File: src/rtl/referee_pkg.sv
// rtl/referee_pkg.sv - shared constants, grant type and round-robin search helper
package referee_pkg;

    localparam int NUM_Q         = 4;
    localparam int QIDX_W        = 2;
    localparam int DEF_LINE_SIZE = 12;
    localparam int CLASS_LSB     = 8;
    localparam int CLASS_MSB     = 9;

    // After reset the search starts just past queue 3, so queue 0 wins first
    localparam logic [QIDX_W-1:0] LAST_GRANT_RST = 2'd3;

    typedef struct packed {
        logic              valid;
        logic [QIDX_W-1:0] idx;
    } grant_t;

    // First requesting queue in the order last+1, last+2, last+3, last+4 (mod NUM_Q)
    function automatic grant_t rr_next(input logic [QIDX_W-1:0] last,
                                       input logic [NUM_Q-1:0]  req);
        grant_t            g;
        logic [QIDX_W-1:0] cand;
        g = '0;
        for (int k = 1; k <= NUM_Q; k++) begin
            cand = last + QIDX_W'(k);
            if (!g.valid && req[cand]) begin
                g.valid = 1'b1;
                g.idx   = cand;
            end
        end
        return g;
    endfunction

endpackage

File: src/rtl/rr_arbiter.sv
// rtl/rr_arbiter.sv - rotating-priority grant with last-winner register
module rr_arbiter
    import referee_pkg::*;
(
    input  logic              clk,
    input  logic              reset,
    input  logic [NUM_Q-1:0]  req,
    input  logic              enable,
    output logic [NUM_Q-1:0]  grant,
    output logic              grant_valid,
    output logic [QIDX_W-1:0] grant_idx
);

    logic [QIDX_W-1:0] last_grant;
    grant_t            pick;

    // Grant is purely combinational from req, enable and the last winner; reset kills it at once
    always_comb begin
        pick        = rr_next(last_grant, req);
        grant_valid = pick.valid && enable && reset;
        grant_idx   = pick.idx;
        grant       = '0;
        if (grant_valid) begin
            grant[pick.idx] = 1'b1;
        end
    end

    // Remember the winner so the next search begins after it; no grant leaves it untouched
    always_ff @(posedge clk or negedge reset) begin
        if (!reset) begin
            last_grant <= LAST_GRANT_RST;
        end else if (grant_valid) begin
            last_grant <= grant_idx;
        end
    end

endmodule

File: src/rtl/rr_referee.sv
// rtl/rr_referee.sv - round-robin drain of four class queues into one egress FIFO
module rr_referee
    import referee_pkg::*;
#(
    parameter int LINE_SIZE = DEF_LINE_SIZE,
    parameter int CNT_WIDTH = 5
) (
    input  logic                       clk,
    input  logic                       reset,
    input  logic [NUM_Q-1:0]           empty,
    input  logic [NUM_Q*LINE_SIZE-1:0] data_in,
    input  logic                       almost_full,
    output logic [NUM_Q-1:0]           pop,
    output logic                       push,
    output logic [LINE_SIZE-1:0]       data_out,
    input  logic                       cnt_req,
    input  logic [QIDX_W-1:0]          cnt_idx,
    output logic                       cnt_valid,
    output logic [CNT_WIDTH-1:0]       cnt_value,
    output logic                       idle
);

    logic                 grant_valid;
    logic [QIDX_W-1:0]    grant_idx;
    logic                 cap_valid;
    logic [QIDX_W-1:0]    cap_idx;
    logic [QIDX_W-1:0]    emit_idx;
    logic [LINE_SIZE-1:0] lanes [NUM_Q];
    logic [LINE_SIZE-1:0] lane_word;
    logic [CNT_WIDTH-1:0] fwd_cnt [NUM_Q];

    rr_arbiter u_arb (
        .clk         (clk),
        .reset       (reset),
        .req         (~empty),
        .enable      (~almost_full),
        .grant       (pop),
        .grant_valid (grant_valid),
        .grant_idx   (grant_idx)
    );

    for (genvar i = 0; i < NUM_Q; i++) begin : g_lane
        assign lanes[i] = data_in[i*LINE_SIZE +: LINE_SIZE];
    end

    // The source presents a popped word one cycle after the pop, on the lane the capture tag names
    always_comb begin
        lane_word = lanes[cap_idx];
    end

    // Capture stage: remember which lane will carry the word popped this cycle
    always_ff @(posedge clk or negedge reset) begin
        if (!reset) begin
            cap_valid <= 1'b0;
            cap_idx   <= '0;
        end else begin
            cap_valid <= grant_valid;
            if (grant_valid) begin
                cap_idx <= grant_idx;
            end
        end
    end

    // Emit stage: register the presented word and raise the egress write for one cycle
    always_ff @(posedge clk or negedge reset) begin
        if (!reset) begin
            push     <= 1'b0;
            data_out <= '0;
            emit_idx <= '0;
        end else begin
            push <= cap_valid;
            if (cap_valid) begin
                data_out <= lane_word;
                emit_idx <= cap_idx;
            end
        end
    end

    // Counters bump at the close of the push cycle, so a read issued alongside sees the old count
    always_ff @(posedge clk or negedge reset) begin
        if (!reset) begin
            for (int i = 0; i < NUM_Q; i++) begin
                fwd_cnt[i] <= '0;
            end
        end else if (push) begin
            fwd_cnt[emit_idx] <= fwd_cnt[emit_idx] + CNT_WIDTH'(1);
        end
    end

    // Debug read port: one-cycle registered response, value held between requests
    always_ff @(posedge clk or negedge reset) begin
        if (!reset) begin
            cnt_valid <= 1'b0;
            cnt_value <= '0;
        end else begin
            cnt_valid <= cnt_req;
            if (cnt_req) begin
                cnt_value <= fwd_cnt[cnt_idx];
            end
        end
    end

    // Idle when nothing is being popped, nothing is in either stage and every source is drained
    always_comb begin
        idle = !reset || (!grant_valid && !cap_valid && !push && (&empty));
    end

endmodule

File: config.mk
export PLATFORM = sky130hd
export DESIGN_NAME = rr_referee
export DESIGN_NICKNAME = d
export VERILOG_FILES = /design/src/rtl/referee_pkg.sv /design/src/rtl/rr_arbiter.sv /design/src/rtl/rr_referee.sv
export SDC_FILE = /design/constraint.sdc
export NUM_CORES = 1
export LEC_CHECK = 0
export ABC_CLOCK_PERIOD_IN_PS = 2100
export BUFFER_PORTS_ARGS = -buffer_cell sky130_fd_sc_hd__buf_2
export CAP_MARGIN = 40
export CORE_MARGIN = 2
export CORE_UTILIZATION = 23
export CTS_CLUSTER_DIAMETER = 40
export DETAILED_ROUTE_END_ITERATION = 8
export HOLD_SLACK_MARGIN = 0.08
export REMOVE_ABC_BUFFERS = 1
export SLEW_MARGIN = 20
export SYNTH_ARGS = -nofsm -noshare
export SYNTH_HDL_FRONTEND = slang
export SYNTH_SLANG_ARGS = --single-unit
File: constraint.sdc
create_clock -name clk -period 2.1 [get_ports clk]
set_input_delay 0.21 -clock clk [delete_from_list [all_inputs] [get_ports clk]]
set_output_delay 0.21 -clock clk [all_outputs]
set_load 0.05 [all_outputs]
* After elaboration in Yosys (flattened, before gate mapping)
Cells that the tools add are included.
Word-level totals: register bits 46, bits of input ports 58, output and inout bits 24, logic and storage cells 77
Operators by class: add/subtract/negate cells 4, $lt $le $gt $ge 10, mux-type cells 27, bitwise operators 5, reductions and logical operators 19
Operators with widths (number):
- 5-bit two-way mux | 5
- 12-bit binary-select mux with 2-bit select | 1
- 12-bit two-way mux | 2
- 5-bit binary-select mux with 2-bit select | 2
- 20-bit bitwise mux | 1
- 2-bit by 3-bit < comparator with 1-bit output (second input constant) | 5
- 3-bit two-way mux | 4
- 5-bit demux with 2-bit select | 1
- 1-bit logical AND | 10
- 3-bit >= comparator (second input constant) | 3
- 2-bit NOT with 3-bit output | 3
- 1-bit binary-select mux with 2-bit select | 4
- 1-bit logical NOT | 7
- 5-bit by 1-bit adder with 5-bit output (second input constant) | 1
- 1-bit two-way mux | 5
- 2-bit adder (second input constant) | 2
- 4-bit two-way mux | 1
- 4-bit NOT | 1
- 4-bit AND reduction | 1
- 3-bit by 1-bit < comparator with 1-bit output (second input constant) | 1
- 2-bit by 1-bit adder with 2-bit output (second input constant) | 1
- 1-bit demux with 2-bit select | 1
- 2-bit by 1-bit >= comparator with 1-bit output (second input constant) | 1
- 1-bit logical OR | 1
- 1-bit NOT | 1

* Depth between registers and ports, before layout
word-level depth 20, gate-level depth with buffers 6, gate-level depth less buffers 5

* Modules after synthesis
From an unflattened synthesis, not the netlist that was laid out.
Unflattened totals: cell total of the unflattened synthesis 211, area total of the unflattened synthesis 2700.1 um^2
By module, submodules not included:
- rr_referee | instances 1, cells an instance 186, area an instance 2471.1 um^2, seq. area each 1101.1 um^2
- rr_arbiter | instances 1, cells an instance 25, area an instance 229.0 um^2, seq. area each 52.6 um^2

* Worst setup path before layout
Ideal clock, no wire load.
kind register to output, start register u_arb.last_grant[0], end output port pop[2], arrival 2166 ps, required time 1890 ps, path slack -276 ps, stages on the path, launching flop included 5, buffers on the path 0, cell sequence dfstp_2 > nor2_1 > a211o_1 > a32o_1 > nor3_1
Between the ends: cells in the longest elaborated chain, start to end 18, elaborated cells on any way between the ends 29, classes of those cells 3 x add/sub; 2 x order compare; 15 x mux; 9 x reduce/logical
Ends and longest elaborated chain:
- start: declaration | line rr_arbiter.sv:14 | logic [QIDX_W-1:0] last_grant;
- start signal: assignment | line rr_arbiter.sv:33 | last_grant <= grant_idx;
- 2-bit by 1-bit adder with 2-bit output | line referee_pkg.sv:25 | cand = last + QIDX_W'(k);
- 1-bit binary-select mux with 2-bit select | line referee_pkg.sv:26 | if (!g.valid && req[cand]) begin
- 1-bit two-way mux (not written as such) | line referee_pkg.sv:26
- 3-bit two-way mux | line referee_pkg.sv:26
- 1-bit logical NOT | line referee_pkg.sv:26
- 1-bit logical AND | line referee_pkg.sv:26
- 3-bit two-way mux | line referee_pkg.sv:26
- 1-bit logical NOT | line referee_pkg.sv:26
- [... 2 more ...]
- 1-bit logical NOT | line referee_pkg.sv:26
- 1-bit logical AND | line referee_pkg.sv:26
- 3-bit two-way mux (*) | line referee_pkg.sv:26
- 2-bit by 3-bit < comparator with 1-bit output (not written as such) / 2-bit by 1-bit >= comparator with 1-bit output (equally long branches) | line rr_arbiter.sv:24 | grant[pick.idx] = 1'b1;
- 1-bit logical AND (not written as such) | line rr_arbiter.sv:24
- 1-bit two-way mux (not written as such) | line rr_arbiter.sv:24
- 1-bit demux with 2-bit select
- 4-bit two-way mux (*) | line rr_arbiter.sv:23 | if (grant_valid) begin
- end: declaration | line rr_referee.sv:13 | output logic [NUM_Q-1:0] pop,
Mark *: on every way between the ends. The rest lies on a longest branch, timed or not. The select of a mux whose other input is x is not followed.

* Worst setup path after layout
Same ends and word-level chain as after synthesis.

==> out/summary.json <==
{
  "run_status": {
    "run_status": "complete, no violations"
  },
  "sta": {
    "rsz_0062_raised_after_global_routing": "no",
    "timing.final.max_slew_violations": 0,
    "timing.clock.skew_ns": 0.00609,
    "setup_viol": 0,
    "max_freq_mhz": 498,
    "worstMarginPinSlew_ns": 0.646,
    "final.period_utilization_pct": 95.6,
    "timing_hold_violations_final": 0,
    "finalHoldWorstSlack_ns": 0.0844,
    "layout_setup_ws_ns": 0.0929,
    "final.min_clock_period_ns": 2.01,
    "max_slew_margin_pct": 56.9
  },
  "clock_network": {
    "cts-root-to-sink-buffers": 2,
    "worst_skew_pair.late_latency_ns": 0.30,
    "cts_htree_levels": 2,
    "ctsRootBufferMaster": "sky130_fd_sc_hd__clkbuf_8",
    "tritoncts_num_sinks": 46,
    "cts-buffers-inserted": 5,
    "cts_tree": "done",
    "clk_transition_reported_paths_ns": 0.09,
    "post-cts-setup-buffers": 0
  },
  "logic_synthesis": {
    "synth.ff_latch_count": 46,
    "yosysSeqAreaShare_pct": 48.8,
    "yosysUniqueCellTypes": 32,
    "synth_cells": 165,
    "synth_area_um2": 2360,
    "yosys_warnings": 0,
    "syn_avg_cell_area_um2": 14.3
  },
  "setup_path": {
    "critical_path.max_fanout": 6,
    "cp.buffers_inverters": 1,
    "setup.reg_to_reg.worst_slack_ns": 0.18,
    "crit_path_max_incr_delay_ns": 0.57,
    "worst_setup_path_start_kind": "flip-flop",
    "worst-endpoint-required_ns": 1.89,
    "cpLargestDelayFamily": "flip-flops",
    "cp_cell_sequence": "nor2_1, a211o_1, a32o_2, nor3_2, buf_6",
    "worst_r2r_endpoint": "fwd_cnt[9]$_DFFE_PN0P_",
    "critPathArrivalTime_ns": 1.80,
    "cp-startpoint": "u_arb.last_grant[0]$_DFFE_PN1P_",
    "crit_type": "flip-flop to primary output",
    "r2r.worst_path.cells": 5,
    "setup.worst_path.end": "pop[2]",
    "critPathSlowestCell": "sky130_fd_sc_hd__dfstp_2",
    "cp_capture_type": "primary output",
    "cp_num_cells": 5,
    "critical_path.reg2reg.startpoint": "emit_idx[0]$_DFFE_PN0P_"
  },
  "routing": {
    "via_count": 1752,
    "drt.antenna.violating_nets": 0,
    "drc": 0,
    "totalWireLength_um": 5500,
    "drt_pass1_iterations": 4,
    "detail_route.iter0.violations": 54,
    "drt-wirelength-per-cell_um": 14.2,
    "drt-vias-per-instance": 4.52
  },
  "global_route": {
    "grt_max_degree": 47,
    "globalRouteOverflowTotal": 0,
    "global_route_wire_length_before_repair_um": 9250,
    "first_global_vias": 1897,
    "antenna_found_initial": 0,
    "global_route.usage.total_pct": 10.6
  },
  "cells_and_area": {
    "final_net_count": 310,
    "final_layout_size_suffix_gt1_share_pct": 59.9,
    "footprint_of_the_flip_flops_and_latches_um2": 1150,
    "number_of_diodes": 0,
    "layout.filler_cells": 1037,
    "area_growth_pct": 29.6,
    "multi_input_comb_area_um2": 1160
  },
  "placed_design": {
    "globalplace.congestion": 0.747,
    "dp_slack_ns": 0.186,
    "io_buffers": 81,
    "dp_hpwl_um": 4070
  },
  "die": {
    "design.portCount": 82,
    "core_area_um2": 10100,
    "initial_utilization_pct": 23.3,
    "die_area_um2": 11100,
    "row_count": 37,
    "die_height_um": 105,
    "die_width_um": 105
  },
  "min_path": {
    "hold_class": "input pin to asynchronous set/reset pin"
  },
  "pwr": {
    "power.ir.vdd_worst_mv": 0.499,
    "power_w": 0.00433,
    "cell_leakage_power_nw": 1.36,
    "pwr_density_cell_nw_per_um2": 1410
  },
  "flow_run": {
    "max_cap_check_violation_count": 0
  }
}
## cell usage in the layout (no fill, tap or decap)
| cell | instances |
|---|---|
| sky130_fd_sc_hd__nand3_1 | 1 |
| sky130_fd_sc_hd__clkinv_4 | 1 |
| sky130_fd_sc_hd__a21o_1 | 2 |
| sky130_fd_sc_hd__and2_1 | 1 |
| sky130_fd_sc_hd__o21ai_0 | 6 |
| sky130_fd_sc_hd__o221ai_1 | 1 |
| sky130_fd_sc_hd__a21oi_1 | 4 |
| sky130_fd_sc_hd__inv_1 | 3 |
| sky130_fd_sc_hd__clkbuf_8 | 7 |
| sky130_fd_sc_hd__dfstp_2 | 2 |
| sky130_fd_sc_hd__mux2_2 | 25 |
| sky130_fd_sc_hd__dfrtp_1 | 44 |
| sky130_fd_sc_hd__nor3_1 | 1 |
| sky130_fd_sc_hd__mux4_2 | 22 |
| sky130_fd_sc_hd__dlygate4sd3_1 | 1 |
| sky130_fd_sc_hd__o31ai_1 | 1 |
| sky130_fd_sc_hd__nor2_2 | 1 |
| sky130_fd_sc_hd__nand3_2 | 2 |
| sky130_fd_sc_hd__a221o_1 | 1 |
| sky130_fd_sc_hd__nand4_1 | 1 |
| sky130_fd_sc_hd__nor3b_2 | 1 |
| sky130_fd_sc_hd__xor2_2 | 2 |
| sky130_fd_sc_hd__xnor2_1 | 1 |
| sky130_fd_sc_hd__buf_2 | 78 |
| sky130_fd_sc_hd__a32o_2 | 1 |
| sky130_fd_sc_hd__nand3b_1 | 3 |
| sky130_fd_sc_hd__nand2_1 | 13 |
| sky130_fd_sc_hd__buf_4 | 7 |
| sky130_fd_sc_hd__nor2_1 | 6 |
| sky130_fd_sc_hd__nor2b_1 | 1 |
| sky130_fd_sc_hd__ha_1 | 1 |
| sky130_fd_sc_hd__o21ai_1 | 6 |
| sky130_fd_sc_hd__buf_6 | 1 |
| sky130_fd_sc_hd__nand2b_1 | 1 |
| sky130_fd_sc_hd__a211o_1 | 1 |
| sky130_fd_sc_hd__nor3_2 | 1 |
| sky130_fd_sc_hd__a2bb2oi_1 | 1 |
## cell usage after synthesis (all sizes together)
library cell / number / area (um^2)
a211o: 1 / 8.76
a21o: 2 / 15.0
a21oi: 4 / 20.0
a221o: 1 / 10.0
a2bb2oi: 1 / 8.76
a32o: 1 / 10.0
and2: 1 / 6.26
buf: 5 / 37.5
clkbuf: 3 / 11.3
dfrtp: 44 / 1100
dfstp: 2 / 52.6
ha: 1 / 12.5
inv: 3 / 11.3
mux2: 25 / 282
mux4: 22 / 495
nand2: 13 / 48.8
nand2b: 1 / 6.26
nand3: 3 / 25.0
nand3b: 3 / 22.5
nand4: 1 / 6.26
nor2: 7 / 26.3
nor2b: 1 / 6.26
nor3: 2 / 10.0
nor3b: 1 / 12.5
o21ai: 12 / 60.1
o221ai: 1 / 8.76
o31ai: 1 / 7.51
xnor2: 1 / 8.76
xor2: 2 / 32.5
## layout make-up
cell class | count | area share, %
well taps | 136 | 5.56
clock inverters | 1 | 0.286
flip-flops and latches | 46 | 37.7
repair buffers | 87 | 15.2
inverters | 3 | 0.368
clock buffers | 7 | 3.15
multi-input cells | 108 | 37.8
## metrics by stage
step / TNS, ns / util [%] / cells / instance area (um^2)
final: 0 / 30.2 / 388 / 3060
after global routing: 0 / 30.2 / 388 / 3060
after detailed placement: 0 / 28.9 / 379 / 2930
after floorplan: -0.276 / - / 157 / 2310
after CTS: 0 / 29.9 / 387 / 3040
after global placement: 0 / 28.9 / 379 / 2930
## cells by family (layout without fill, tap and decap cells)
family | after synthesis | in the layout | share of synthesized area [%]
buffers and inverters | 11 | 98 | 2.54
XOR/XNOR | 3 | 3 | 1.75
flip-flops | 46 | 46 | 48.8
adder cells (fa/ha/maj) | 1 | 1 | 0.529
multiplexers | 47 | 47 | 32.9
AND/OR/NAND/NOR | 33 | 33 | 7.20
AO/OA/AOI/OAI | 24 | 24 | 6.30
## how the worst min path moves through the flow
stage	from	endpoint	slack, ns	cells after the start
2_1_floorplan	reset	cap_idx[0]$_DFFE_PN0P_	-0.09	0
3_3_place_gp	cnt_req	cnt_valid$_DFF_PN0_	0.42	1
3_5_place_dp	cnt_req	cnt_valid$_DFF_PN0_	0.42	1
4_1_cts	cnt_req	cnt_valid$_DFF_PN0_	0.08	1
5_1_grt	reset	fwd_cnt[0]$_DFFE_PN0P_	0.16	2
6_report	reset	fwd_cnt[0]$_DFFE_PN0P_	0.08	2
## repair_timing
action                                 4_1_cts  5_1_grt
setup endpoints to repair                    1        3
hold buffers                                 0        1
gates resized for setup                      1        8
endpoints found under the hold margin        0        1
## power breakdown
part | internal [W] | total [W] | switching, W | leakage [nW]
Combinational | 0.000902 | 0.00213 | 0.00123 | 0.753
Sequential | 0.00127 | 0.00158 | 0.000315 | 0.557
Clock | 0.000302 | 0.000613 | 0.000311 | 0.0544
## state kept, by name, summed over array words and instances (netlist names)
name	count
fwd_cnt	20
data_out	12
cnt_value	5
cap_idx	2
emit_idx	2
u_arb.last_grant	2
cap_valid	1
cnt_valid	1
push	1
## metal layers
metal / up-vias / share of wire [%] / global-route usage (%)
li1: 796 / - / -
met1: 880 / 41 / 12.7
met2: 68 / 50 / 17.7
met3: 8 / 7.1 / 3.22
met4: 0 / 1.7 / 4.10
met5: - / 0 / 0
## worst register-to-register path: stages (launching register included)
cell                      delay [ns]
sky130_fd_sc_hd__dfrtp_1        0.52
sky130_fd_sc_hd__mux4_2         0.62
sky130_fd_sc_hd__ha_1           0.25
sky130_fd_sc_hd__nand3_2        0.08
sky130_fd_sc_hd__xor2_2         0.21
sky130_fd_sc_hd__o21ai_1        0.11
Note: power is estimated with default switching activity, not from simulation.
